$ cat src/rtl/id_stage_seq_pkg.sv
// Shared decode constants for the RV32I ID stage: immediate-type codes and base opcodes.
// Build option: ID_SKID_EN enables the two-entry skid buffer in id_stage_seq.
package id_stage_seq_pkg;

  localparam int unsigned XLEN       = 32;
  localparam int unsigned IMM_TYPE_W = 3;
  localparam int unsigned INST_W     = 32;
  localparam int unsigned OPC_W      = 7;

  typedef enum logic [IMM_TYPE_W-1:0] {
    ITYPE = 3'd0,
    STYPE = 3'd1,
    BTYPE = 3'd2,
    UTYPE = 3'd3,
    JTYPE = 3'd4,
    RTYPE = 3'd5
  } imm_type_e;

  localparam logic [OPC_W-1:0] OPC_OP     = 7'b0110011;
  localparam logic [OPC_W-1:0] OPC_OP_IMM = 7'b0010011;
  localparam logic [OPC_W-1:0] OPC_LOAD   = 7'b0000011;
  localparam logic [OPC_W-1:0] OPC_JALR   = 7'b1100111;
  localparam logic [OPC_W-1:0] OPC_STORE  = 7'b0100011;
  localparam logic [OPC_W-1:0] OPC_BRANCH = 7'b1100011;
  localparam logic [OPC_W-1:0] OPC_LUI    = 7'b0110111;
  localparam logic [OPC_W-1:0] OPC_AUIPC  = 7'b0010111;
  localparam logic [OPC_W-1:0] OPC_JAL    = 7'b1101111;

endpackage

$ cat src/rtl/id_stage_seq_imm_ext.sv
// RV32I immediate extender: reassembles and sign-extends the immediate for a given type.
module imm_ext
  import id_stage_seq_pkg::*;
#(
  parameter int unsigned XLEN = 32
) (
  input  logic [31:7]     inst_i,
  input  imm_type_e       imm_type_i,
  output logic [XLEN-1:0] imm_o
);

  logic [31:0] imm32;

  always_comb begin
    imm32 = '0;
    case (imm_type_i)
      ITYPE:   imm32 = {{20{inst_i[31]}}, inst_i[31:20]};
      STYPE:   imm32 = {{20{inst_i[31]}}, inst_i[31:25], inst_i[11:7]};
      BTYPE:   imm32 = {{19{inst_i[31]}}, inst_i[31], inst_i[7], inst_i[30:25], inst_i[11:8], 1'b0};
      UTYPE:   imm32 = {inst_i[31:12], 12'h000};
      JTYPE:   imm32 = {{11{inst_i[31]}}, inst_i[31], inst_i[19:12], inst_i[20], inst_i[30:21], 1'b0};
      default: imm32 = '0;
    endcase
  end

  assign imm_o = XLEN'($signed(imm32));

endmodule

$ cat src/rtl/id_stage_seq_imm_type_decode.sv
// Combinational RV32I opcode classifier: opcode -> immediate type plus illegal flag.
module imm_type_decode
  import id_stage_seq_pkg::*;
(
  input  logic [OPC_W-1:0] opcode_i,
  output imm_type_e        imm_type_o,
  output logic             illegal_o
);

  always_comb begin
    imm_type_o = RTYPE;
    illegal_o  = 1'b0;
    case (opcode_i)
      OPC_OP:                          imm_type_o = RTYPE;
      OPC_OP_IMM, OPC_LOAD, OPC_JALR:  imm_type_o = ITYPE;
      OPC_STORE:                       imm_type_o = STYPE;
      OPC_BRANCH:                      imm_type_o = BTYPE;
      OPC_LUI, OPC_AUIPC:              imm_type_o = UTYPE;
      OPC_JAL:                         imm_type_o = JTYPE;
      default: begin
        imm_type_o = RTYPE;
        illegal_o  = 1'b1;
      end
    endcase
  end

endmodule

$ cat src/rtl/id_stage_seq.sv
// ID stage sequencer: decodes fetched instructions into a buffered ID/EX bundle.
// Build option: ID_SKID_EN adds a skid entry and a registered in_ready; otherwise main register only.
module id_stage_seq
  import id_stage_seq_pkg::*;
#(
  parameter int unsigned XLEN       = 32,
  parameter int unsigned IMM_TYPE_W = 3
) (
  input  logic                  clk,
  input  logic                  rst_n,
  input  logic                  flush,
  input  logic                  in_valid,
  output logic                  in_ready,
  input  logic [31:0]           in_inst,
  input  logic [XLEN-1:0]       in_pc,
  output logic                  out_valid,
  input  logic                  out_ready,
  output logic [31:0]           out_inst,
  output logic [XLEN-1:0]       out_pc,
  output logic [IMM_TYPE_W-1:0] out_imm_type,
  output logic [XLEN-1:0]       out_imm,
  output logic                  out_illegal
);

  typedef struct packed {
    logic [31:0]           inst;
    logic [XLEN-1:0]       pc;
    logic [IMM_TYPE_W-1:0] imm_type;
    logic [XLEN-1:0]       imm;
    logic                  illegal;
  } entry_t;

  localparam entry_t ENTRY_RST = '{
    inst: '0, pc: '0, imm_type: IMM_TYPE_W'(RTYPE), imm: '0, illegal: 1'b0
  };

  imm_type_e       dec_type;
  logic            dec_illegal;
  logic [XLEN-1:0] dec_imm;
  entry_t          in_entry;

  imm_type_decode u_imm_type_decode (
    .opcode_i   (in_inst[6:0]),
    .imm_type_o (dec_type),
    .illegal_o  (dec_illegal)
  );

  imm_ext #(.XLEN(XLEN)) u_imm_ext (
    .inst_i     (in_inst[31:7]),
    .imm_type_i (dec_type),
    .imm_o      (dec_imm)
  );

  always_comb begin
    in_entry.inst     = in_inst;
    in_entry.pc       = in_pc;
    in_entry.imm_type = IMM_TYPE_W'(dec_type);
    in_entry.imm      = dec_imm;
    in_entry.illegal  = dec_illegal;
  end

  entry_t main_q, main_d;
  logic   main_valid_q, main_valid_d;
  logic   accept, issue;

`ifdef ID_SKID_EN
  entry_t skid_q, skid_d;
  logic   skid_valid_q, skid_valid_d;
  logic   in_ready_q, in_ready_d;
  assign in_ready = in_ready_q;
`else
  assign in_ready = !main_valid_q || out_ready;
`endif

  assign accept = in_valid && in_ready;
  assign issue  = main_valid_q && out_ready;

  // Next-state: flush wins; an issuing main refills from skid first, then from the input.
  always_comb begin
    main_d       = main_q;
    main_valid_d = main_valid_q;
`ifdef ID_SKID_EN
    skid_d       = skid_q;
    skid_valid_d = skid_valid_q;
`endif
    if (flush) begin
      main_valid_d = 1'b0;
`ifdef ID_SKID_EN
      skid_valid_d = 1'b0;
`endif
    end else if (issue) begin
`ifdef ID_SKID_EN
      if (skid_valid_q) begin
        main_d       = skid_q;
        skid_valid_d = 1'b0;
      end else
`endif
      if (accept) begin
        main_d = in_entry;
      end else begin
        main_valid_d = 1'b0;
      end
    end else if (accept) begin
`ifdef ID_SKID_EN
      if (main_valid_q) begin
        skid_d       = in_entry;
        skid_valid_d = 1'b1;
      end else
`endif
      begin
        main_d       = in_entry;
        main_valid_d = 1'b1;
      end
    end
`ifdef ID_SKID_EN
    in_ready_d = !skid_valid_d;
`endif
  end

  always_ff @(posedge clk or negedge rst_n) begin
    if (!rst_n) begin
      main_q       <= ENTRY_RST;
      main_valid_q <= 1'b0;
`ifdef ID_SKID_EN
      skid_q       <= ENTRY_RST;
      skid_valid_q <= 1'b0;
      in_ready_q   <= 1'b1;
`endif
    end else begin
      main_q       <= main_d;
      main_valid_q <= main_valid_d;
`ifdef ID_SKID_EN
      skid_q       <= skid_d;
      skid_valid_q <= skid_valid_d;
      in_ready_q   <= in_ready_d;
`endif
    end
  end

  assign out_valid    = main_valid_q;
  assign out_inst     = main_q.inst;
  assign out_pc       = main_q.pc;
  assign out_imm_type = main_q.imm_type;
  assign out_imm      = main_q.imm;
  assign out_illegal  = main_q.illegal;

endmodule

$ cat config.mk
export PLATFORM = sky130hd
export DESIGN_NAME = id_stage_seq
export DESIGN_NICKNAME = d
export VERILOG_FILES = /design/src/rtl/id_stage_seq_pkg.sv /design/src/rtl/id_stage_seq_imm_ext.sv /design/src/rtl/id_stage_seq_imm_type_decode.sv /design/src/rtl/id_stage_seq.sv
export SDC_FILE = /design/constraint.sdc
export NUM_CORES = 1
export LEC_CHECK = 0
export BUFFER_PORTS_ARGS = -buffer_cell sky130_fd_sc_hd__clkbuf_2
export CAP_MARGIN = 15
export CELL_PAD_IN_SITES_DETAIL_PLACEMENT = 1
export CELL_PAD_IN_SITES_GLOBAL_PLACEMENT = 1
export CORE_MARGIN = 2
export CORE_UTILIZATION = 34
export CTS_CLUSTER_SIZE = 14
export DETAILED_ROUTE_END_ITERATION = 8
export GPL_TIMING_DRIVEN = 0
export PLACE_DENSITY = 0.82
export SYNTH_ARGS = -nofsm -noshare
export SYNTH_HDL_FRONTEND = slang
export SYNTH_SLANG_ARGS = --single-unit
$ cat constraint.sdc
create_clock -name clk -period 1.7 [get_ports clk]
set_clock_uncertainty 0.05 [all_clocks]
set_input_delay 0.34 -clock clk [delete_from_list [all_inputs] [get_ports clk]]
set_output_delay 0.34 -clock clk [all_outputs]
set_load 0.1 [all_outputs]
After elaboration in Yosys (flattened, before gate mapping):

Index checks and enable logic that the tools add are counted.

* equality and inequality tests: 14
* muxes and demuxes: 7
* bitwise operators: 1
* reduce and logical (&&, ||, !) cells: 11

Operators by type and width (count)
* $pmux 32 s5: 1
* $eq 7x6->1 const B: 3
* $eq 7x7->1 const B: 3
* $pmux 3 s5: 1
* $eq 7x5->1 const B: 2
* $reduce_or 9->1: 1
* $eq 7x2->1 const B: 1
* $eq 3x2->1 const B: 2
* $mux 1: 5
* $reduce_and 2->1: 2
* $eq 3x1->1 const B: 1
* $eq 3x3->1 const B: 1
* $logic_not 3->1: 1
* $ne 3x3->1 const B: 1
* $reduce_bool 3->1: 1
* $reduce_or 3->1: 1
* $logic_and 1x1->1: 2
* $reduce_or 2->1: 1
* $logic_not 1->1: 1
* $logic_or 1x1->1: 1
* $not 1->1: 1

* register bits after elaboration: 101
* input port bits: 69
* output and inout bits: 102
* logic and storage cells: 39

Longest topological paths before layout:

* depth in word-level cells: 6
* depth in mapped cells: 8
* mapped depth without buffers: 5

Cells and area by module:

Synthesis repeated with hierarchy kept, for this count alone.

* cell total of the unflattened synthesis: 328
* area total of the unflattened synthesis: 4946.0 um2

Modules (own cells, without submodules)
* id_stage_seq: instances 1, cells an instance 217, area each 4295.4 um2, seq. area each 2529.9 um2
* imm_ext: instances 1, cells an instance 94, area each 540.5 um2, seq. area each 0.0 um2
* imm_type_decode: instances 1, cells an instance 17, area each 110.1 um2, seq. area each 0.0 um2

Least setup slack after synthesis:

OpenSTA, ideal clock, no wires.

* path kind: reg2reg
* from: register main_valid_q (netlist: out_valid)
* to: register main_q, in the netlist out_pc[10]
* setup time: 0.068 ns
* arrival: 2.565 ns
* data required time: 1.582 ns
* path slack: -0.983 ns
* stages on the path, launching flop included: 9
* path buffers: 3
* clock period less this slack: 2.683 ns
* cells stage by stage: dfrtp_1 > nor2b_1 > inv_1 > nand3b_1 > buf_2 > buf_2 > buf_2 > nand2_1 > nand2_1

* word-level cells in the longest chain between the ends: 4

RTL lines
* start: declaration: line id_stage_seq.sv:63 `logic main_valid_q, main_valid_d;`
* start signal: assignment: line id_stage_seq.sv:131 `main_valid_q <= main_valid_d;`
* $logic_not 1->1: line id_stage_seq.sv:72 `assign in_ready = !main_valid_q || out_ready;`
* $logic_or 1x1->1: line id_stage_seq.sv:72
* named net in_ready: line id_stage_seq.sv:13 `output logic in_ready,`
* $logic_and 1x1->1: line id_stage_seq.sv:75 `assign accept = in_valid && in_ready;`
* $reduce_and 2->1 (no source line)
* end signal: assignment: line id_stage_seq.sv:130 `main_q <= main_d;`
* end: declaration: line id_stage_seq.sv:62 `entry_t main_q, main_d;`

The timed path passes the listed nets, and every way through them passes these cells.
A chain may end at the register's enable or synchronous reset.

Worst setup path in the final report:

* from: register main_valid_q (netlist: out_valid)
* to: register main_q, in the netlist out_imm[26]

* word-level cells in the longest chain between the ends: 4

RTL lines (line)
* $logic_not 1->1: id_stage_seq.sv:72
* $logic_or 1x1->1: id_stage_seq.sv:72
* $logic_and 1x1->1: id_stage_seq.sv:75
* $reduce_and 2->1 (no source line)

Every way passes these cells.

==> metrics.txt <==
# TYPE chip_impl_metric gauge
chip_impl_info{name="outcome",value="complete, no violations"} 1
chip_impl_metric{name="dpl.hpwl",unit="mm"} 10.2
chip_impl_metric{name="synthCells",unit=""} 446
chip_impl_metric{name="core.rowCount",unit=""} 40
chip_impl_metric{name="clock_latency",unit="ps"} 350
chip_impl_metric{name="totalNegativeSetupSlack",unit="ps"} 0
chip_impl_metric{name="hold-worst-slack",unit="ps"} 48.2
chip_impl_metric{name="post-place-cells",unit=""} 781
chip_impl_metric{name="final-instance-count-excl-fill",unit=""} 797
chip_impl_info{name="synth_top_cells_by_count",value="sky130_fd_sc_hd__nand2_1 (201), sky130_fd_sc_hd__dfrtp_1 (99), sky130_fd_sc_hd__nand3_1 (23), sky130_fd_sc_hd__buf_2 (19), sky130_fd_sc_hd__nor2_1 (14)"} 1
chip_impl_info{name="r2r_start",value="out_valid"} 1
chip_impl_metric{name="port_buffers",unit=""} 166
chip_impl_info{name="timing.critical_path.max_delay_family",value="flip-flops"} 1
chip_impl_metric{name="min_period",unit="ps"} 1690
chip_impl_metric{name="worst-path-max-fanout",unit=""} 10
chip_impl_metric{name="grt_util_all_layers",unit="%"} 20.5
chip_impl_metric{name="grt_remaining_overflow",unit=""} 0
chip_impl_metric{name="rrSetupSlack",unit="ps"} 10
chip_impl_metric{name="finish.net_count",unit=""} 694
chip_impl_metric{name="floorplan.die.height",unit="µm"} 116
chip_impl_metric{name="synth_cell_type_count",unit=""} 42
chip_impl_metric{name="setup_slack_placement",unit="ps"} -363
chip_impl_metric{name="firstDrtPassIters",unit=""} 4
chip_impl_info{name="crit_chain",value="nor2b_4 -> nor3b_4 -> buf_4 -> o311ai_4 -> buf_6 -> o221a_1"} 1
chip_impl_metric{name="floorplan.die_area",unit="µm²"} 13400
chip_impl_metric{name="clkSlewWorstSetupHoldPaths",unit="ps"} 70
chip_impl_metric{name="routed-via-count",unit=""} 3818
chip_impl_metric{name="syn_avg_cell_area",unit="µm²"} 9.49
chip_impl_metric{name="htreeDepth",unit=""} 3
chip_impl_metric{name="synth_seq_area_share",unit="%"} 59.8
chip_impl_metric{name="grt_pass1_vias",unit=""} 4057
chip_impl_info{name="critical_path.slowest_cell",value="sky130_fd_sc_hd__dfrtp_4"} 1
chip_impl_metric{name="cts_inserted_buffers",unit=""} 9
chip_impl_metric{name="max_slew_margin",unit="%"} 43.7
chip_impl_metric{name="grt_first_pass_wirelength",unit="mm"} 21.0
chip_impl_metric{name="critical_path.n_buffers_inverters",unit=""} 2
chip_impl_metric{name="worst_ir_drop_vdd",unit="mV"} 0.588
chip_impl_metric{name="worst_slew_pin_slew",unit="ps"} 845
chip_impl_metric{name="r2r.worst_path.cells",unit=""} 6
chip_impl_info{name="hold_path.class",value="in2async"} 1
chip_impl_info{name="synth_top_flop_cell",value="sky130_fd_sc_hd__dfrtp_1"} 1
chip_impl_metric{name="finalPower",unit="mW"} 8.25
chip_impl_info{name="synth_top_cell_by_area",value="sky130_fd_sc_hd__dfrtp_1"} 1
chip_impl_info{name="cp-end-kind",value="register"} 1
chip_impl_metric{name="postLayoutCellArea",unit="µm²"} 5750
chip_impl_metric{name="routedWlPerCell",unit="µm"} 16.9
chip_impl_metric{name="synth_fp_nets",unit=""} 515
chip_impl_metric{name="floorplan.initialDensity",unit="%"} 35.1
chip_impl_info{name="rr_endpoint",value="out_imm[26]"} 1
chip_impl_metric{name="async_reset_ff_share",unit="%"} 100
chip_impl_metric{name="worst_slack",unit="ps"} 14.4
chip_impl_metric{name="antenna_cells_inserted",unit=""} 0
chip_impl_metric{name="hold_viol",unit=""} 0
chip_impl_metric{name="power.leakage",unit="nW"} 3.13
chip_impl_info{name="clockRootBuffer",value="sky130_fd_sc_hd__clkbuf_16"} 1
chip_impl_metric{name="critical_path.max_stage_delay",unit="ps"} 470
chip_impl_metric{name="power-per-cell-area",unit="nW/µm²"} 1430
chip_impl_metric{name="syn_area",unit="µm²"} 4230
chip_impl_metric{name="totalWireLength",unit="mm"} 13.5
chip_impl_metric{name="setup_violations",unit=""} 0
chip_impl_metric{name="fmax",unit="GHz"} 0.593
chip_impl_info{name="most_repeated_cell_in_the_gate_level_netlist_after_synthesis",value="sky130_fd_sc_hd__nand2_1"} 1
chip_impl_info{name="grt_setup_unrepaired",value="true"} 1
chip_impl_metric{name="crit_required",unit="ps"} 1880
chip_impl_metric{name="vias_per_cell",unit=""} 4.79
chip_impl_metric{name="floorplan.core_area",unit="µm²"} 12100
chip_impl_metric{name="post_dp_cell_area",unit="µm²"} 5360
chip_impl_metric{name="grt_antenna_before_repair",unit=""} 0
chip_impl_metric{name="detail_route.iter0.violations",unit=""} 161
chip_impl_metric{name="max-clock-path-buffers",unit=""} 2
chip_impl_metric{name="gp_congestion",unit=""} 0.801
chip_impl_metric{name="netlist.area_leader.share",unit="%"} 58.5
chip_impl_info{name="crit_type",value="reg2reg"} 1
chip_impl_metric{name="ant_nets",unit=""} 0
chip_impl_info{name="tritoncts",value="built"} 1
chip_impl_metric{name="drcViolationCount",unit=""} 0
chip_impl_metric{name="synth_edf_count",unit=""} 0
chip_impl_metric{name="postCtsHoldBufs",unit=""} 0
chip_impl_info{name="start_kind",value="register"} 1
chip_impl_metric{name="drive_gt1_share",unit="%"} 36.1
chip_impl_metric{name="final.period_utilization",unit="%"} 99.2
chip_impl_metric{name="synthesis.yosys.warnings",unit=""} 0
chip_impl_metric{name="post-route-util",unit="%"} 47.7
chip_impl_metric{name="synth-seq-cells",unit=""} 101
chip_impl_metric{name="synthToLayoutAreaGrowth",unit="%"} 36.0
chip_impl_metric{name="ios",unit=""} 171
chip_impl_metric{name="grt_start_max_net_pins",unit=""} 58
chip_impl_metric{name="slew_violations",unit=""} 0
chip_impl_metric{name="drv.max_cap_violation_count",unit=""} 0
chip_impl_metric{name="cp_data_arrival_time",unit="ps"} 1870
chip_impl_metric{name="cts.sinks",unit=""} 101
chip_impl_info{name="synth.area.top_cells",value="sky130_fd_sc_hd__dfrtp_1 (59%), sky130_fd_sc_hd__nand2_1 (18%), sky130_fd_sc_hd__o221a_1 (2.9%)"} 1
chip_impl_metric{name="die_x",unit="µm"} 116
## timing repair
| item | in CTS | in global routing |
|---|---|---|
| setup buffers | 1 | 0 |
| resized for setup | 11 | 15 |
| endpoints found under the setup margin | 100 | 55 |
| hold endpoints to repair | 0 | 0 |
| pin swaps | 1 | 1 |
## logic make-up (layout without fill, tap and decap cells)
family                 count (synthesis)  in the layout  synth area share (%)
AO/OA/AOI/OAI                         42             42                  8.81
buffers and inverters                 32            215                  3.67
flip-flops                           101            101                  59.8
multiplexers                           1              1                 0.325
AND/OR/NAND/NOR                      270            270                  27.4
## flip-flops by register name, indices dropped and copies added (netlist names)
name	cells
out_imm	32
out_inst	32
out_pc	32
out_imm_type	3
out_illegal	1
out_valid	1
## where the power goes
group | leakage (nW) | switching, mW | internal (mW)
clock network | 0.147 | 0.904 | 1.21
registers | 1.27 | 0.169 | 2.70
logic | 1.71 | 2.80 | 0.465
## how the worst max path moves through the flow
stage	startpoint	to	slack, ps	depth (start not counted)
global placement	rst_n	out_valid	-1450	1
finish	out_valid	out_imm[26]	10	6
floorplan	out_valid	out_pc[10]	-480	8
detailed placement	out_valid	out_imm[14]	-360	5
global route	out_valid	out_imm[25]	-40	6
CTS	out_valid	in_ready	-20	3
## cell usage in the layout (no fill, tap or decap), types with 3 or more instances in the layout
cell                        netlist  layout
sky130_fd_sc_hd__clkbuf_16        0       9
sky130_fd_sc_hd__o221a_1         11      11
sky130_fd_sc_hd__o21ai_0          3       3
sky130_fd_sc_hd__buf_6            1       5
sky130_fd_sc_hd__nand4_1          4       4
sky130_fd_sc_hd__clkbuf_2         0     163
sky130_fd_sc_hd__buf_2           19       6
sky130_fd_sc_hd__nor2_1          14      14
sky130_fd_sc_hd__a21oi_1         10      10
sky130_fd_sc_hd__buf_4            1       4
sky130_fd_sc_hd__and2_1          11      11
sky130_fd_sc_hd__dfrtp_1         99      98
sky130_fd_sc_hd__clkbuf_4         0      16
sky130_fd_sc_hd__a22o_1           6       6
sky130_fd_sc_hd__nand3_1         23      23
sky130_fd_sc_hd__a31oi_1          3       3
sky130_fd_sc_hd__nand2_1        201     201
## routing by layer
metal  up-vias  wire, µm  share of wire (%)  GRT usage (%)
li1       1814         -                  -              -
met1      1862      5760                 43           24.9
met2       125      6640                 49           35.6
met3        17       855                6.3           4.97
met4         0       225                1.7           7.39
met5         -         0                  0              0
## area by class of cell
| cell class | count | area (µm²) |
|---|---|---|
| buffer | 29 | 226 |
| clock buffer | 11 | 253 |
| clock inverter | 4 | 47.5 |
| fill | 1434 | 6310 |
| inverter | 3 | 15.0 |
| multi-input combinational | 313 | 1580 |
| sequential | 101 | 2530 |
| tap | 168 | 210 |
| timing repair buffer | 168 | 883 |
Power figures use the tool's default switching activity.
